## src/rtl/riscv_encoder_pkg.sv

```systemverilog
// riscvutil: shared RV32I definitions for the encoder and its benches.
// Provides the opcode/funct3 enums, the riscvinst packing union, the
// ENC_OP_T mnemonic set, immediate-range constants and the combinational
// encode() reference function used both by RTL and by test generators.
package riscvutil;

    typedef enum logic [4:0] {
        ZERO, RA, SP, GP, TP, T0, T1, T2, S0, S1, A0, A1, A2, A3, A4, A5,
        A6, A7, S2, S3, S4, S5, S6, S7, S8, S9, S10, S11, T3, T4, T5, T6
    } REG_NAME_T;

    typedef enum logic [6:0] {
        OPC_LOAD   = 7'h03,
        OPC_OP_IMM = 7'h13,
        OPC_AUIPC  = 7'h17,
        OPC_STORE  = 7'h23,
        OPC_OP     = 7'h33,
        OPC_LUI    = 7'h37,
        OPC_BRANCH = 7'h63,
        OPC_JALR   = 7'h67,
        OPC_JAL    = 7'h6F
    } OPCODE_T;

    typedef enum logic [2:0] {
        F3_ADD = 3'd0, F3_SLL = 3'd1, F3_SLT = 3'd2, F3_SLTU = 3'd3,
        F3_XOR = 3'd4, F3_SR  = 3'd5, F3_OR  = 3'd6, F3_AND  = 3'd7
    } ALU_F3_T;

    typedef enum logic [2:0] {
        F3_BEQ = 3'd0, F3_BNE = 3'd1, F3_BLT = 3'd4,
        F3_BGE = 3'd5, F3_BLTU = 3'd6, F3_BGEU = 3'd7
    } BR_F3_T;

    typedef enum logic [2:0] {
        F3_B = 3'd0, F3_H = 3'd1, F3_W = 3'd2, F3_BU = 3'd4, F3_HU = 3'd5
    } LS_F3_T;

    typedef enum logic [5:0] {
        ENC_ADD, ENC_SUB, ENC_XOR, ENC_OR, ENC_AND, ENC_SLL, ENC_SRL, ENC_SRA,
        ENC_SLT, ENC_SLTU,
        ENC_ADDI, ENC_XORI, ENC_ORI, ENC_ANDI, ENC_SLLI, ENC_SRLI, ENC_SRAI,
        ENC_SLTI, ENC_SLTIU,
        ENC_LB, ENC_LH, ENC_LW, ENC_LBU, ENC_LHU,
        ENC_SB, ENC_SH, ENC_SW,
        ENC_BEQ, ENC_BNE, ENC_BLT, ENC_BGE, ENC_BLTU, ENC_BGEU,
        ENC_JAL, ENC_JALR, ENC_LUI, ENC_AUIPC,
        ENC_LI
    } ENC_OP_T;

    typedef struct packed {
        logic [6:0] funct7;
        logic [4:0] rs2;
        logic [4:0] rs1;
        logic [2:0] funct3;
        logic [4:0] rd;
        OPCODE_T    opcode;
    } r_type_t;

    typedef struct packed {
        logic [11:0] imm;
        logic [4:0]  rs1;
        logic [2:0]  funct3;
        logic [4:0]  rd;
        OPCODE_T     opcode;
    } i_type_t;

    typedef struct packed {
        logic [6:0] imm_11_5;
        logic [4:0] rs2;
        logic [4:0] rs1;
        logic [2:0] funct3;
        logic [4:0] imm_4_0;
        OPCODE_T    opcode;
    } s_type_t;

    typedef struct packed {
        logic       imm_12;
        logic [5:0] imm_10_5;
        logic [4:0] rs2;
        logic [4:0] rs1;
        logic [2:0] funct3;
        logic [3:0] imm_4_1;
        logic       imm_11;
        OPCODE_T    opcode;
    } b_type_t;

    typedef struct packed {
        logic [19:0] imm_31_12;
        logic [4:0]  rd;
        OPCODE_T     opcode;
    } u_type_t;

    typedef struct packed {
        logic       imm_20;
        logic [9:0] imm_10_1;
        logic       imm_11;
        logic [7:0] imm_19_12;
        logic [4:0] rd;
        OPCODE_T    opcode;
    } j_type_t;

    typedef union packed {
        r_type_t     r;
        i_type_t     i;
        s_type_t     s;
        b_type_t     b;
        u_type_t     u;
        j_type_t     j;
        logic [31:0] bits;
    } riscvinst;

    typedef struct packed {
        riscvinst inst;
        logic     err;
    } enc_result_t;

    localparam logic [31:0] NOP_INSTR = 32'h0000_0013;

    localparam int IMM_I_MIN = -2048;
    localparam int IMM_I_MAX = 2047;
    localparam int SHAMT_MAX = 31;
    localparam int IMM_B_MIN = -4096;
    localparam int IMM_B_MAX = 4094;
    localparam int IMM_J_MIN = -1048576;
    localparam int IMM_J_MAX = 1048574;
    localparam int IMM_U_MAX = 32'h000F_FFFF;

    function automatic logic in_range(input int v, input int lo, input int hi);
        return (v >= lo) && (v <= hi);
    endfunction

    function automatic logic [2:0] alu_f3(input ENC_OP_T op);
        case (op)
            ENC_SLL,  ENC_SLLI:                     return F3_SLL;
            ENC_SLT,  ENC_SLTI:                     return F3_SLT;
            ENC_SLTU, ENC_SLTIU:                    return F3_SLTU;
            ENC_XOR,  ENC_XORI:                     return F3_XOR;
            ENC_SRL,  ENC_SRA, ENC_SRLI, ENC_SRAI:  return F3_SR;
            ENC_OR,   ENC_ORI:                      return F3_OR;
            ENC_AND,  ENC_ANDI:                     return F3_AND;
            default:                                return F3_ADD;
        endcase
    endfunction

    function automatic logic [2:0] ls_f3(input ENC_OP_T op);
        case (op)
            ENC_LH, ENC_SH: return F3_H;
            ENC_LW, ENC_SW: return F3_W;
            ENC_LBU:        return F3_BU;
            ENC_LHU:        return F3_HU;
            default:        return F3_B;
        endcase
    endfunction

    function automatic logic [2:0] br_f3(input ENC_OP_T op);
        case (op)
            ENC_BNE:  return F3_BNE;
            ENC_BLT:  return F3_BLT;
            ENC_BGE:  return F3_BGE;
            ENC_BLTU: return F3_BLTU;
            ENC_BGEU: return F3_BGEU;
            default:  return F3_BEQ;
        endcase
    endfunction

    // LI needs a trailing ADDI only when LUI alone cannot reach the value.
    function automatic logic li_needs_tail(input logic [31:0] imm);
        return !in_range(signed'(imm), IMM_I_MIN, IMM_I_MAX) && (imm[11:0] != 12'h000);
    endfunction

    function automatic riscvinst li_tail(input logic [4:0] rd, input logic [11:0] lo);
        riscvinst w;
        w.bits     = '0;
        w.i.opcode = OPC_OP_IMM;
        w.i.rd     = rd;
        w.i.rs1    = rd;
        w.i.funct3 = F3_ADD;
        w.i.imm    = lo;
        return w;
    endfunction

    // For LI this returns the first word only (ADDI or LUI); the tail ADDI
    // comes from li_tail().
    function automatic enc_result_t encode(input ENC_OP_T op, input logic [4:0] rd,
                                           input logic [4:0] rs1, input logic [4:0] rs2,
                                           input logic [31:0] imm);
        riscvinst    w;
        logic        err;
        int          simm;
        logic [31:0] li_hi;
        enc_result_t res;
        w.bits = '0;
        err    = 1'b0;
        simm   = signed'(imm);
        li_hi  = imm + 32'h0000_0800;
        case (op)
            ENC_ADD, ENC_SUB, ENC_XOR, ENC_OR, ENC_AND, ENC_SLL, ENC_SRL,
            ENC_SRA, ENC_SLT, ENC_SLTU: begin
                w.r.opcode = OPC_OP;
                w.r.rd     = rd;
                w.r.rs1    = rs1;
                w.r.rs2    = rs2;
                w.r.funct3 = alu_f3(op);
                w.r.funct7 = (op == ENC_SUB || op == ENC_SRA) ? 7'h20 : 7'h00;
            end
            ENC_ADDI, ENC_XORI, ENC_ORI, ENC_ANDI, ENC_SLTI, ENC_SLTIU: begin
                err        = !in_range(simm, IMM_I_MIN, IMM_I_MAX);
                w.i.opcode = OPC_OP_IMM;
                w.i.rd     = rd;
                w.i.rs1    = rs1;
                w.i.funct3 = alu_f3(op);
                w.i.imm    = imm[11:0];
            end
            // Shift-immediates pack shamt into the rs2 slot of an R layout.
            ENC_SLLI, ENC_SRLI, ENC_SRAI: begin
                err        = !in_range(simm, 0, SHAMT_MAX);
                w.r.opcode = OPC_OP_IMM;
                w.r.rd     = rd;
                w.r.rs1    = rs1;
                w.r.rs2    = imm[4:0];
                w.r.funct3 = alu_f3(op);
                w.r.funct7 = (op == ENC_SRAI) ? 7'h20 : 7'h00;
            end
            ENC_LB, ENC_LH, ENC_LW, ENC_LBU, ENC_LHU: begin
                err        = !in_range(simm, IMM_I_MIN, IMM_I_MAX);
                w.i.opcode = OPC_LOAD;
                w.i.rd     = rd;
                w.i.rs1    = rs1;
                w.i.funct3 = ls_f3(op);
                w.i.imm    = imm[11:0];
            end
            ENC_SB, ENC_SH, ENC_SW: begin
                err          = !in_range(simm, IMM_I_MIN, IMM_I_MAX);
                w.s.opcode   = OPC_STORE;
                w.s.rs1      = rs1;
                w.s.rs2      = rs2;
                w.s.funct3   = ls_f3(op);
                w.s.imm_11_5 = imm[11:5];
                w.s.imm_4_0  = imm[4:0];
            end
            ENC_BEQ, ENC_BNE, ENC_BLT, ENC_BGE, ENC_BLTU, ENC_BGEU: begin
                err          = !in_range(simm, IMM_B_MIN, IMM_B_MAX) || imm[0];
                w.b.opcode   = OPC_BRANCH;
                w.b.rs1      = rs1;
                w.b.rs2      = rs2;
                w.b.funct3   = br_f3(op);
                w.b.imm_12   = imm[12];
                w.b.imm_11   = imm[11];
                w.b.imm_10_5 = imm[10:5];
                w.b.imm_4_1  = imm[4:1];
            end
            ENC_JAL: begin
                err           = !in_range(simm, IMM_J_MIN, IMM_J_MAX) || imm[0];
                w.j.opcode    = OPC_JAL;
                w.j.rd        = rd;
                w.j.imm_20    = imm[20];
                w.j.imm_19_12 = imm[19:12];
                w.j.imm_11    = imm[11];
                w.j.imm_10_1  = imm[10:1];
            end
            ENC_JALR: begin
                err        = !in_range(simm, IMM_I_MIN, IMM_I_MAX);
                w.i.opcode = OPC_JALR;
                w.i.rd     = rd;
                w.i.rs1    = rs1;
                w.i.funct3 = 3'd0;
                w.i.imm    = imm[11:0];
            end
            ENC_LUI, ENC_AUIPC: begin
                err           = !in_range(simm, 0, IMM_U_MAX);
                w.u.opcode    = (op == ENC_LUI) ? OPC_LUI : OPC_AUIPC;
                w.u.rd        = rd;
                w.u.imm_31_12 = imm[19:0];
            end
            ENC_LI: begin
                if (in_range(simm, IMM_I_MIN, IMM_I_MAX)) begin
                    w.i.opcode = OPC_OP_IMM;
                    w.i.rd     = rd;
                    w.i.funct3 = F3_ADD;
                    w.i.imm    = imm[11:0];
                end else begin
                    // +0x800 pre-compensates the sign extension of the tail ADDI.
                    w.u.opcode    = OPC_LUI;
                    w.u.rd        = rd;
                    w.u.imm_31_12 = li_hi[31:12];
                end
            end
            default: err = 1'b1;
        endcase
        if (err) begin
            w.bits = NOP_INSTR;
        end
        res.inst = w;
        res.err  = err;
        return res;
    endfunction

endpackage

```

## src/rtl/riscv_encoder.sv

```systemverilog
// riscv_encoder: streaming RV32I encoder. One symbolic request per in_*
// handshake becomes one packed word (two for a far LI) on the out_* side.
// Ports:
//   clk, rst_n                   clock, async active-low reset
//   in_valid/in_ready            request handshake
//   in_op, in_rd/rs1/rs2, in_imm mnemonic (ENC_OP_T), registers, immediate
//   out_valid/out_ready          word handshake
//   out_instr, out_err, out_last encoded word, range error, last-of-request
module riscv_encoder
    import riscvutil::*;
(
    input  logic        clk,
    input  logic        rst_n,
    input  logic        in_valid,
    output logic        in_ready,
    input  logic [5:0]  in_op,
    input  logic [4:0]  in_rd,
    input  logic [4:0]  in_rs1,
    input  logic [4:0]  in_rs2,
    input  logic [31:0] in_imm,
    output logic        out_valid,
    input  logic        out_ready,
    output logic [31:0] out_instr,
    output logic        out_err,
    output logic        out_last
);

    typedef enum logic [1:0] {ST_EMPTY, ST_HOLD, ST_HOLD2} state_t;

    state_t      state_q, state_d;
    logic [31:0] instr_q, instr_d;
    logic [31:0] pend_q,  pend_d;
    logic        err_q,   err_d;
    logic        last_q,  last_d;

    enc_result_t first_w;
    riscvinst    tail_w;
    logic        two_words;
    logic        accept;

    always_comb begin
        first_w   = encode(ENC_OP_T'(in_op), in_rd, in_rs1, in_rs2, in_imm);
        tail_w    = li_tail(in_rd, in_imm[11:0]);
        two_words = (ENC_OP_T'(in_op) == ENC_LI) && li_needs_tail(in_imm);
    end

    assign in_ready  = (state_q == ST_EMPTY) || ((state_q == ST_HOLD) && out_ready);
    assign accept    = in_valid && in_ready;
    assign out_valid = (state_q != ST_EMPTY);
    assign out_instr = instr_q;
    assign out_err   = err_q;
    assign out_last  = last_q;

    always_comb begin
        state_d = state_q;
        instr_d = instr_q;
        pend_d  = pend_q;
        err_d   = err_q;
        last_d  = last_q;
        if (accept) begin
            instr_d = first_w.inst.bits;
            err_d   = first_w.err;
            last_d  = !two_words;
            pend_d  = two_words ? tail_w.bits : '0;
            state_d = two_words ? ST_HOLD2 : ST_HOLD;
        end else if (state_q == ST_HOLD && out_ready) begin
            state_d = ST_EMPTY;
        end else if (state_q == ST_HOLD2 && out_ready) begin
            instr_d = pend_q;
            err_d   = 1'b0;
            last_d  = 1'b1;
            pend_d  = '0;
            state_d = ST_HOLD;
        end
    end

    always_ff @(posedge clk or negedge rst_n) begin
        if (!rst_n) begin
            state_q <= ST_EMPTY;
            instr_q <= '0;
            pend_q  <= '0;
            err_q   <= 1'b0;
            last_q  <= 1'b0;
        end else begin
            state_q <= state_d;
            instr_q <= instr_d;
            pend_q  <= pend_d;
            err_q   <= err_d;
            last_q  <= last_d;
        end
    end

endmodule

```

## config.mk

```make
export PLATFORM = sky130hd
export DESIGN_NAME = riscv_encoder
export DESIGN_NICKNAME = d
export VERILOG_FILES = /design/src/rtl/riscv_encoder_pkg.sv /design/src/rtl/riscv_encoder.sv
export SDC_FILE = /design/constraint.sdc
export NUM_CORES = 1
export LEC_CHECK = 0
export CAP_MARGIN = 20
export CORE_ASPECT_RATIO = 1.4
export CORE_MARGIN = 2
export CORE_UTILIZATION = 47
export CTS_CLUSTER_SIZE = 14
export DETAILED_ROUTE_END_ITERATION = 8
export HOLD_SLACK_MARGIN = 0.06
export PLACE_DENSITY = 0.78
export SYNTH_ARGS = -nofsm -noshare
export SYNTH_HDL_FRONTEND = slang
export SYNTH_SLANG_ARGS = --single-unit
```

## constraint.sdc

```tcl
create_clock -name clk -period 1.77 [get_ports clk]
set_input_delay 0.4425 -clock clk [delete_from_list [all_inputs] [get_ports clk]]
set_output_delay 0.4425 -clock clk [all_outputs]
set_load 0.1 [all_outputs]
```

==> out/metrics.cfg, run 1 <==
[outcome]
status = stopped before the end
haltStage = global routing
stop_error = [ERROR GRT-0232] Routing congestion too high. Check the congestion heatmap in the GUI.

[yosys]
yosysTopAreaCellShare = 0.3141
netlist_area_mm2 = 0.004223
synth.avg_cell_area_um2 = 8.395
synth_area_leader_cell = dfrtp_1
ys.flop_type = dfrtp_1
synth_seq_cells = 53
ys_types = 76
ys_warn_count = 0
synth_edf_count = 0
syn-instance-count = 503
ys_seq_area_frac = 0.3141
synthArstFlopShare = 1.000
synth_area_leaders = dfrtp_1 (31%), nor2_1 (5.4%), nand2_1 (4.5%)
syn_nets = 566

[die]
die_h_um = 116.2
rows = 40
initial_core_util = 0.4877
dieWidth_um = 84.11
pin_count = 93

[global_route]
grt_start_max_net_pins = 54
grtUsageTotal = 0.6465
grt_overflow = 24

[clock_network]
htreeDepth = 2
clkSinkCount = 53
cts_hold_buf = 0
cts-buffers-inserted = 5
clockBufferDepth = 2
cts-root-buf = clkbuf_16

[placed_design]
hpwl_mm = 15.19
place_ws_ns = -1.482
port_buffers = 92
gp_congestion = 1.072

[timing]
worst-ep-kind = register data pin
grt_repair_worst_endpoint = out_instr[29]$_DFFE_PN0P_/D

## synthesized netlist by cell type (all sizes together) (9+ instances only)
cell / number
buf: 20
nand3: 19
nand2: 51
nor2: 61
nand4: 10
xnor2: 12
a221o: 9
o21ai: 42
dfrtp: 53
inv: 14
a211oi: 19
nor3: 10
a221oi: 20
a22o: 16
a21oi: 17
clkbuf: 17
## per-stage QoR
step / setup TNS [ns] / hold WS [ns] / instance area [um2] / instances / utilization
4_1_cts: -29.19 / 0.1567 / 7750 / 870 / 0.8951
3_5_place_dp: -69.16 / 0.4677 / 6938 / 833 / 0.8013
3_3_place_gp: -68.33 / 0.4483 / 6938 / 833 / 0.8013
2_1_floorplan: -29.72 / 0.1469 / 4379 / 503 / -
## metal layers
| layer | global-route usage | GRT overflow |
|---|---|---|
| met1 | 0.6274 | 0 |
| met2 | 0.9090 | 14 |
| met3 | 0.4042 | 1 |
| met4 | 0.6527 | 9 |
| met5 | 0.06061 | 0 |
## cells by family after synthesis
kind of cell	Yosys count	synth area share
mux	4	0.009778
fa+ha+maj	6	0.01778
flops	53	0.3141
compound gates	171	0.3185
xor+xnor	19	0.03941
simple gates	199	0.2418
buf+inv	51	0.05866
## repair_timing
action / 4_1_cts
pin swaps: 50
gates cloned: 6
buffers inserted: 24
resized for setup: 184
setup endpoints to repair: 54
==> run 2: changes to the inputs <==
- CORE_ASPECT_RATIO: 1.4 -> not set
- CORE_UTILIZATION: 47 -> 35
- CTS_CLUSTER_SIZE: 14 -> not set
- HOLD_SLACK_MARGIN: 0.06 -> not set
- PLACE_DENSITY: 0.78 -> not set
- PLACE_DENSITY_LB_ADDON: not set -> 0.15
- clock period: 1.77 -> 2.3 ns (I/O delays scaled with it)
==> run 2 against run 1 <==
The flow now finishes, with violations (negative setup slack). Synthesized cell count did not move. Synthesized area is the same.
==> out/metrics.cfg, run 2 <==
[yosys]
synth_area_leaders = dfrtp_1 (31%), nor2_1 (5.4%), nand2_1 (4.5%)
synthArstFlopShare = 1.000  ; unchanged
syn-instance-count = 503  ; unchanged
yosysMostFrequentCell = nor2_1
ys.flop_type = dfrtp_1
synth_edf_count = 0  ; unchanged
ys_seq_area_frac = 0.3141  ; unchanged
syn_nets = 566  ; unchanged
ys_top_cells_by_count = nor2_1 (61), dfrtp_1 (53), nand2_1 (51)
ys_warn_count = 0  ; unchanged
yosysTopAreaCellShare = 0.3141  ; unchanged
synth_seq_cells = 53  ; unchanged
synth_area_leader_cell = dfrtp_1
ys_types = 76  ; unchanged
synth.avg_cell_area_um2 = 8.395  ; unchanged
netlist_area_mm2 = 0.004223  ; unchanged

[worst_setup_path]
crit_chain = buf_6, buf_8, inv_12, ha_4, or3_4, a221o_1, and2_4, o31ai_4, nand3_4, buf_12, a211oi_4
cp_data_required_time_ns = 2.50
crit_family = simple AND/OR/NAND/NOR gates
cp-end-kind = register
start_kind = input pin
crit_buf_inv = 4
crit_type = in -> reg
cpPeakStageDelay_ns = 0.39
cp_data_arrival_time_ns = 2.84
cp_max_fo = 7
crit_slowest_cell = or3_4

[timing]
finalHoldViolCount = 0
setup_viol = 38
setup_slack_ns = -0.3351
tightest_slew_ns = 0.5931
setup_tns_ns = -8.504
drv_slew = 0
rsz0062_at_grt = true
finalCritPeriodShare = 1.146
fmax_mhz = 379.5
slew_headroom = 0.6004
clock_skew_ns = 0.006851
period_needed_ns = 2.635

[drt]
drc_errors = 0
detail-route-antenna-nets = 0
drt_wl_total_mm = 19.23
vias = 5360
drtIter0Drc = 438
drtPass1Iterations = 5
wl_per_cell_um = 20.81
viasPerCell = 5.801

[cells_and_area]
final_common_cell = buf_4
nets = 839
area_growth_pct = 75.53
largest_reg_flops = 31
layout-drive-gt1-share = 0.4916
antenna_cells = 0
fillers = 1041
final_cell_mix = buf_4 (218), nor2_1 (56), dfrtp_1 (53)

[die]
pin_count = 93  ; unchanged
die-area_mm2 = 0.01296
initial_core_util = 0.3545  ; -0.1332
dieWidth_um = 113.8  ; +35%
rows = 40  ; unchanged
coreArea_mm2 = 0.01191
die_h_um = 113.8  ; -2.0%

[placed_design]
port_buffers = 92  ; unchanged
place_ws_ns = -1.048  ; +0.4344 ns
hpwl_mm = 14.68  ; -3.3%
gp_congestion = 0.9231  ; -14%

[clock_network]
clock_latency_ns = 0.29
cts-buffers-inserted = 5  ; unchanged
htreeDepth = 2  ; unchanged
clkTransAtPathRegs_ns = 0.07
cts-root-buf = clkbuf_16
cts_tree = built
clkSinkCount = 53  ; unchanged
clockBufferDepth = 2  ; unchanged

[power_and_ir_drop]
cellLeakagePower_nw = 3.345
ir_drop_v = 0.0002938
totalPowerFinal_w = 0.004814
p_per_area_mw_per_mm2 = 649.5

[global_route]
grt_start_max_net_pins = 21
antenna_found_initial = 0
grt_pass1_vias = 5356
grt_overflow = 0
grtUsageTotal = 0.2965
grt_pass1_wl_mm = 29.77

[flow_run]
cap_violations = 0

[worst_hold_path]
hold_path.class = in -> async

[outcome]
status = finished with violations
violations = negative setup slack

run 2: cell counts after synthesis:
No cell type changed its count.
run 2: layout make-up:
type / instances / area (um2) / share of cell area
clock inverters: 2 / 15.01 / 0.002026
repair buffers: 303 / 2557 / 0.3450
inverters: 14 / 77.57 / 0.01047
flip-flops and latches: 53 / 1326 / 0.1789
clock buffers: 6 / 128.9 / 0.01739
multi-input cells: 399 / 3123 / 0.4213
well taps: 147 / 183.9 / 0.02481
run 2: where the power goes:
group / internal, W / switching [W] / leakage (nW)
logic: 0.000921 / 0.00195 / 2.59
clock network: 0.000405 / 0.000355 / 0.0631
registers: 0.00108 / 0.000101 / 0.694
total: 0.00240 / 0.00241 / 3.35
run 2: what timing repair did:
item,CTS,global route
setup endpoints to repair,52,51
setup buffers,25,8
hold buffers,0,0
gates resized for setup,161,41
cloned,6,0
pin swaps,38,32
run 2: through the flow:
| step | instances | cell area, um2 | utilization | hold slack, ns |
|---|---|---|---|---|
| after detailed placement | 883 | 6586 | 0.5529 | 0.4790 |
| after floorplan | 503 | 4378 | - | 0.2794 |
| after global routing | 924 | 7412 | 0.6223 | 0.2362 |
| after global placement | 883 | 6586 | 0.5529 | 0.4698 |
| after CTS | 922 | 7306 | 0.6133 | 0.2178 |
| final | 924 | 7412 | 0.6223 | 0.2096 |
run 2: logic make-up after synthesis:
group	Yosys count	share of synthesized area
buffers and inverters	51	0.05866
XOR/XNOR	19	0.03941
adder cells (fa/ha/maj)	6	0.01778
flip-flops	53	0.3141
multiplexers	4	0.009778
AND/OR/NAND/NOR	199	0.2418
AO/OA/AOI/OAI	171	0.3185
run 2: final timing paths:
path	slack [ns]	cells after the start	end	start
max reg2reg	0.25	7	out_instr[23]	state_q[0]
min reg2reg	0.48	2	out_instr[5]	out_instr[5]
min in group clk	0.48	2	out_instr[5]	out_instr[5]
max in group asynchronous	1.45	2	out_instr[24]	rst_n
max	-0.34	11	out_instr[24]	in_op[1]
min	0.21	1	pend_q[28]	rst_n
run 2: routing by layer:
metal	vias to the layer above	GRT usage	wire, um
met2	237	0.5150	9371
met3	44	0.03029	1076
li1	2456	-	-
met5	-	0	0
met1	2623	0.3858	8124
met4	0	0.1016	652
(Power assumes the default switching activity.)
==> run 3: changes to the inputs <==
- DONT_BUFFER_PORTS: not set -> 1
==> run 3 against run 2 <==
The run still ends with negative setup slack left. Sequential share of layout area increased by 6.0 points. Global-route usage decreased by 4.6 points. Sequential power decreased by 3%. Largest cell class unchanged. Flip-flop and latch count unchanged.
==> out/metrics.cfg, run 3 (synthesized netlist as in run 2, its figures left out) <==
[outcome]
status = finished with violations
violations = negative setup slack

[drt]
viasPerCell = 6.109  ; +5.3%
vias = 4441  ; -17%
drtPass1Iterations = 5  ; unchanged
detail-route-antenna-nets = 0  ; unchanged
drtIter0Drc = 407  ; -7.1%
drc_errors = 0  ; unchanged
wl_per_cell_um = 22.51  ; +8.2%
drt_wl_total_mm = 16.36  ; -15%

[global_route]
grt_pass1_wl_mm = 25.23  ; -15%
antenna_found_initial = 0  ; unchanged
grtUsageTotal = 0.2506  ; -0.04598
grt_pass1_vias = 4392  ; -18%
grt_overflow = 0  ; unchanged
grt_start_max_net_pins = 54  ; +160%

[placed_design]
port_buffers = 0  ; -100%
gp_congestion = 0.9500  ; +2.9%
dp_cells = 716  ; -19%
place_ws_ns = -0.4017  ; +0.6463 ns
place_area_mm2 = 0.005186  ; -21%
hpwl_mm = 12.43  ; -15%

[power_and_ir_drop]
ir_drop_v = 0.0002908  ; -1.0%
cellLeakagePower_nw = 2.361  ; -29%
p_per_area_mw_per_mm2 = 771.3  ; +19%

[cells_and_area]
fin_cells = 727  ; -21%
layout-drive-gt1-share = 0.3241  ; -0.1675
largest_reg_flops = 31  ; unchanged
design_area_mm2 = 0.005548  ; -25%
nets = 642  ; -23%
final_cell_mix = buf_4 (96), nor2_1 (60), dfrtp_1 (52)
final_common_cell = buf_4
fin_util = 0.4658  ; -0.1565
area_growth_pct = 31.38
antenna_cells = 0  ; unchanged

[die]
die-area_mm2 = 0.01296  ; unchanged
initial_core_util = 0.3545  ; unchanged
dieWidth_um = 113.8  ; unchanged
coreArea_mm2 = 0.01191  ; unchanged
rows = 40  ; unchanged
pin_count = 93  ; unchanged
die_h_um = 113.8  ; unchanged

[timing]
period_needed_ns = 2.348  ; -0.2867 ns
finalCritPeriodShare = 1.021  ; -0.1247
fmax_mhz = 425.8  ; +12%
setup_slack_ns = -0.04836  ; +0.2867 ns
slew_headroom = 0.3813  ; -0.2191
tightest_slew_ns = 0.9210  ; +0.3278 ns
rsz0062_at_grt = true
finalHoldViolCount = 0  ; unchanged
setup_viol = 26  ; -32%
drv_slew = 0  ; unchanged
clock_skew_ns = 0.005976  ; -0.0008747 ns

[clock_network]
clockBufferDepth = 2  ; unchanged
clkTransAtPathRegs_ns = 0.07  ; about the same
clock_latency_ns = 0.30  ; about the same
htreeDepth = 2  ; unchanged
clkSinkCount = 53  ; unchanged
cts-buffers-inserted = 5  ; unchanged
cts-root-buf = clkbuf_16
cts_tree = built

[worst_setup_path]
cp_max_fo = 5  ; -2
crit_type = in -> reg
start_kind = input pin
cp_data_required_time_ns = 2.47  ; -0.03 ns
r2r-start = state_q[1]
cp_data_arrival_time_ns = 2.52  ; -0.32 ns
cp-end-kind = register
crit_start = in_op[0]

[flow_run]
cap_violations = 0  ; unchanged

[worst_hold_path]
hold_path.class = in -> async

## run 3: changes by cell type in the layout (fill, tap and decap cells not counted), moves of 11 or more
cell             before  now
buf_2                14    0
dlygate4sd2_1        11    0
buf_4               218   96
buf_6                19    1
clkdlybuf4s50_1      17    0
## run 3: path summary, 6_finish.rpt
check / endpoint / cells after the start / slack, ns
min in group clk: pend_q[29] / 1 / 0.42
max reg2reg: out_instr[20] / 7 / 0.21
max in group asynchronous: out_instr[24] / 1 / 1.92
min reg2reg: pend_q[4] / 1 / 0.48
max: out_instr[7] / 10 / -0.05
min: state_q[1] / 1 / 0.13
## run 3: area by class of cell
class	instances	area (um2)
clock buffer	5	125.1
inverter	14	77.57
clock inverter	3	25.02
fill	1161	6364
multi-input combinational	399	2889
sequential	53	1328
tap	147	183.9
timing repair buffer	106	919.6
## run 3: layer usage
metal  wire length, um  track usage  part of all wire
met5                 0            0                 0
met4               335      0.06829             0.020
met3               948      0.03454             0.058
met2              7713       0.4068              0.47
met1              7365       0.3510              0.45
## run 3: power breakdown
group          leakage (nW)  switching [W]  total (W)  internal [W]
registers             0.694      0.0000658    0.00114       0.00108
clock network        0.0704       0.000364   0.000774      0.000410
logic                  1.60        0.00174    0.00236      0.000622
## run 3: repair_timing
action	CTS	global route
cloned	0	1
hold buffers	1	0
hold endpoints to repair	53	0
setup endpoints to repair	28	33
pin swaps	4	14
setup buffers	0	1
resized for setup	13	19
## run 3: metrics by stage
| stage | TNS (ns) | hold slack [ns] | total power, W |
|---|---|---|---|
| 2_1_floorplan | -9.131 | 0.2794 | 0.002920 |
| 3_3_place_gp | -14.90 | 0.2820 | 0.003413 |
| 3_5_place_dp | -15.23 | 0.2820 | 0.003427 |
| 4_1_cts | -0.00009570 | 0.1425 | 0.004260 |
| 5_1_grt | -4.018 | 0.1414 | 0.004456 |
| 6_report | -0.7996 | 0.1308 | 0.004279 |
## run 3: worst max-delay path: stages
cell	delay (ns)
inv_12	0.02
ha_4	0.15
or3_4	0.38
a221o_1	0.35
a211oi_2	0.28
nand3b_1	0.11
and4b_2	0.27
nand3_4	0.16
clkbuf_16	0.18
a211oi_2	0.05
==> run 4: changes to the inputs <==
- CTS_CLUSTER_SIZE: not set -> 10
- clock period: 2.3 -> 2.85 ns (I/O delays scaled with it)
==> run 4 against run 3 <==
The run now ends clean. Via count fell by 5.2%. Total power is 27% lower. Utilization shrank 5.9 points. Wire length is 3.8% lower. Combinational power is 67% lower. Non-clock buffer count fell by 55. Sequential power increased by 54%. Register-to-register slack better by 0.40 ns.
==> out/metrics.cfg, run 4 (synthesized netlist as in run 2, its figures left out) <==
[outcome]
status = completed

[placed_design]
port_buffers = 0  ; unchanged
hpwl_mm = 12.31  ; -0.95%
gp_congestion = 0.9664  ; +1.7%

[timing]
rsz0062_at_grt = false
finalCritPeriodShare = 0.9385
drv_slew = 0  ; unchanged
tightest_slew_ns = 0.9439  ; +0.02292 ns
period_needed_ns = 2.675
fmax_mhz = 373.9
slew_headroom = 0.3707  ; -0.01056
setup_tns_ns = 0  ; +0.7996 ns
setup_viol = 0  ; -100%
clock_skew_ns = 0.006725  ; +0.0007485 ns
finalHoldViolCount = 0  ; unchanged

[drt]
drtIter0Drc = 368  ; -9.6%
drtPass1Iterations = 5  ; unchanged
wl_per_cell_um = 23.42  ; +4.1%
viasPerCell = 6.262  ; +2.5%
drt_wl_total_mm = 15.74  ; -3.8%
vias = 4208  ; -5.2%
drc_errors = 0  ; unchanged
detail-route-antenna-nets = 0  ; unchanged

[clock_network]
clockBufferDepth = 2  ; unchanged
htreeDepth = 2  ; unchanged
cts-root-buf = clkbuf_16
clkSinkCount = 53  ; unchanged
cts_tree = built
cts-buffers-inserted = 5  ; unchanged
clkTransAtPathRegs_ns = 0.07  ; about the same
clock_latency_ns = 0.29  ; about the same
cts_hold_buf = 0  ; -1

[cells_and_area]
fillers = 1260  ; +8.5%
multi_input_area_mm2 = 0.002669  ; -7.6%
final_cell_mix = nor2_1 (60), dfrtp_1 (52), nand2_1 (51)
layout-drive-gt1-share = 0.1886  ; -0.1356
final_common_cell = nor2_1
regArea_mm2 = 0.001328  ; unchanged
antenna_cells = 0  ; unchanged
largest_reg_flops = 31  ; unchanged
area_growth_pct = 14.79
nets = 587  ; -8.6%

[power_and_ir_drop]
totalPowerFinal_w = 0.003139  ; -27%
ir_drop_v = 0.0002826  ; -2.8%
switchingPower_w = 0.001659  ; -24%
p_per_area_mw_per_mm2 = 647.5  ; -16%
power.share.sequential = 0.562  ; +0.295
clockPowerShare = 0.194  ; +0.013
p_sw_frac = 0.5285  ; +0.02117
internal_power_w = 0.001480  ; -30%
cellLeakagePower_nw = 1.986  ; -16%
combPwrFrac = 0.245  ; -0.307

[worst_setup_path]
r2r-start = state_q[0]
cpPeakStageDelay_ns = 0.40  ; +0.02 ns
cp_data_arrival_time_ns = 2.84  ; +0.32 ns
r2r-end = out_instr[20]
crit_slowest_cell = or3_1
crit_type = in -> reg
cp-end-kind = register
cp_data_required_time_ns = 3.02  ; +0.55 ns
crit_chain = inv_1, ha_1, or3_1, a221o_1, and2_4, nor4_2, o21ai_2, a221oi_1, nor3b_1
cp_max_fo = 7  ; +2
r2r_slack_ns = 0.61  ; +0.40 ns
ff2ff_path_depth = 7  ; unchanged
start_kind = input pin

[die]
die_h_um = 113.8  ; unchanged
rows = 40  ; unchanged
initial_core_util = 0.3545  ; unchanged
coreArea_mm2 = 0.01191  ; unchanged
dieWidth_um = 113.8  ; unchanged
die-area_mm2 = 0.01296  ; unchanged
pin_count = 93  ; unchanged

[global_route]
grt_pass1_wl_mm = 24.16  ; -4.2%
grt_overflow = 0  ; unchanged
grt_start_max_net_pins = 54  ; unchanged
grt_pass1_vias = 4143  ; -5.7%
grtUsageTotal = 0.2416  ; -0.008962
antenna_found_initial = 0  ; unchanged

[worst_hold_path]
hold_path.class = in -> async

[flow_run]
cap_violations = 0  ; unchanged

[run 4: how the worst max path moves through the flow]
stage | from | endpoint | slack [ns] | cells after the start
after floorplan | in_op[0] | out_instr[16] | 0.03 | 11
after global placement | in_op[1] | out_instr[27] | -0.11 | 11
after detailed placement | in_op[1] | out_instr[25] | -0.13 | 9
after CTS | in_op[1] | out_instr[25] | 0.17 | 9
after global routing | in_op[0] | out_instr[19] | 0.04 | 12
final | in_op[1] | out_instr[28] | 0.18 | 9
[run 4: critical path, delay by kind of cell]
kind	cells	cell delay [ns]
simple gates	4	0.95
compound gates	3	0.93
fa+ha+maj	1	0.22
buf+inv	1	0.03
[run 4: per-layer routing]
metal	up-vias	wire length [um]	GRT usage
met5	-	0	0
met4	0	390	0.07724
met3	22	965	0.03082
met2	178	7209	0.3880
met1	2052	7170	0.3386
li1	1956	-	-
[run 4: area by class of cell]
cell class,count,area share
Clock inverter,2,0.003098
Multi-Input combinational cell,399,0.5506
Sequential cell,53,0.2739
Tap cell,147,0.03795
Timing Repair Buffer,51,0.09706
Clock buffer,6,0.02659
Inverter,14,0.01084
[run 4: through the flow]
stage / setup WS [ns] / hold WS (ns) / instance area, um2 / instances / util
after floorplan: 0.03239 / 0.4169 / 4223 / 503 / -
after global placement: -0.1099 / 0.4191 / 4691 / 664 / 0.3938
after detailed placement: -0.1300 / 0.4190 / 4691 / 664 / 0.3938
after CTS: 0.1732 / 0.1019 / 4835 / 672 / 0.4059
after global routing: 0.03648 / 0.09226 / 4847 / 672 / 0.4069
final: 0.1753 / 0.1094 / 4847 / 672 / 0.4069
[run 4: repair_timing]
item	in CTS	in global routing
gates resized for setup	0	2
setup buffers	0	0
setup endpoints to repair	0	2
[run 4: power groups by stage]
stage	registers [W]	logic (W)	clock network, W
2_1_floorplan	0.00176	0.000575	0
3_3_place_gp	0.00178	0.000758	0
3_5_place_dp	0.00178	0.000759	0
4_1_cts	0.00177	0.000762	0.000618
5_1_grt	0.00178	0.000838	0.000646
6_report	0.00176	0.000769	0.000607
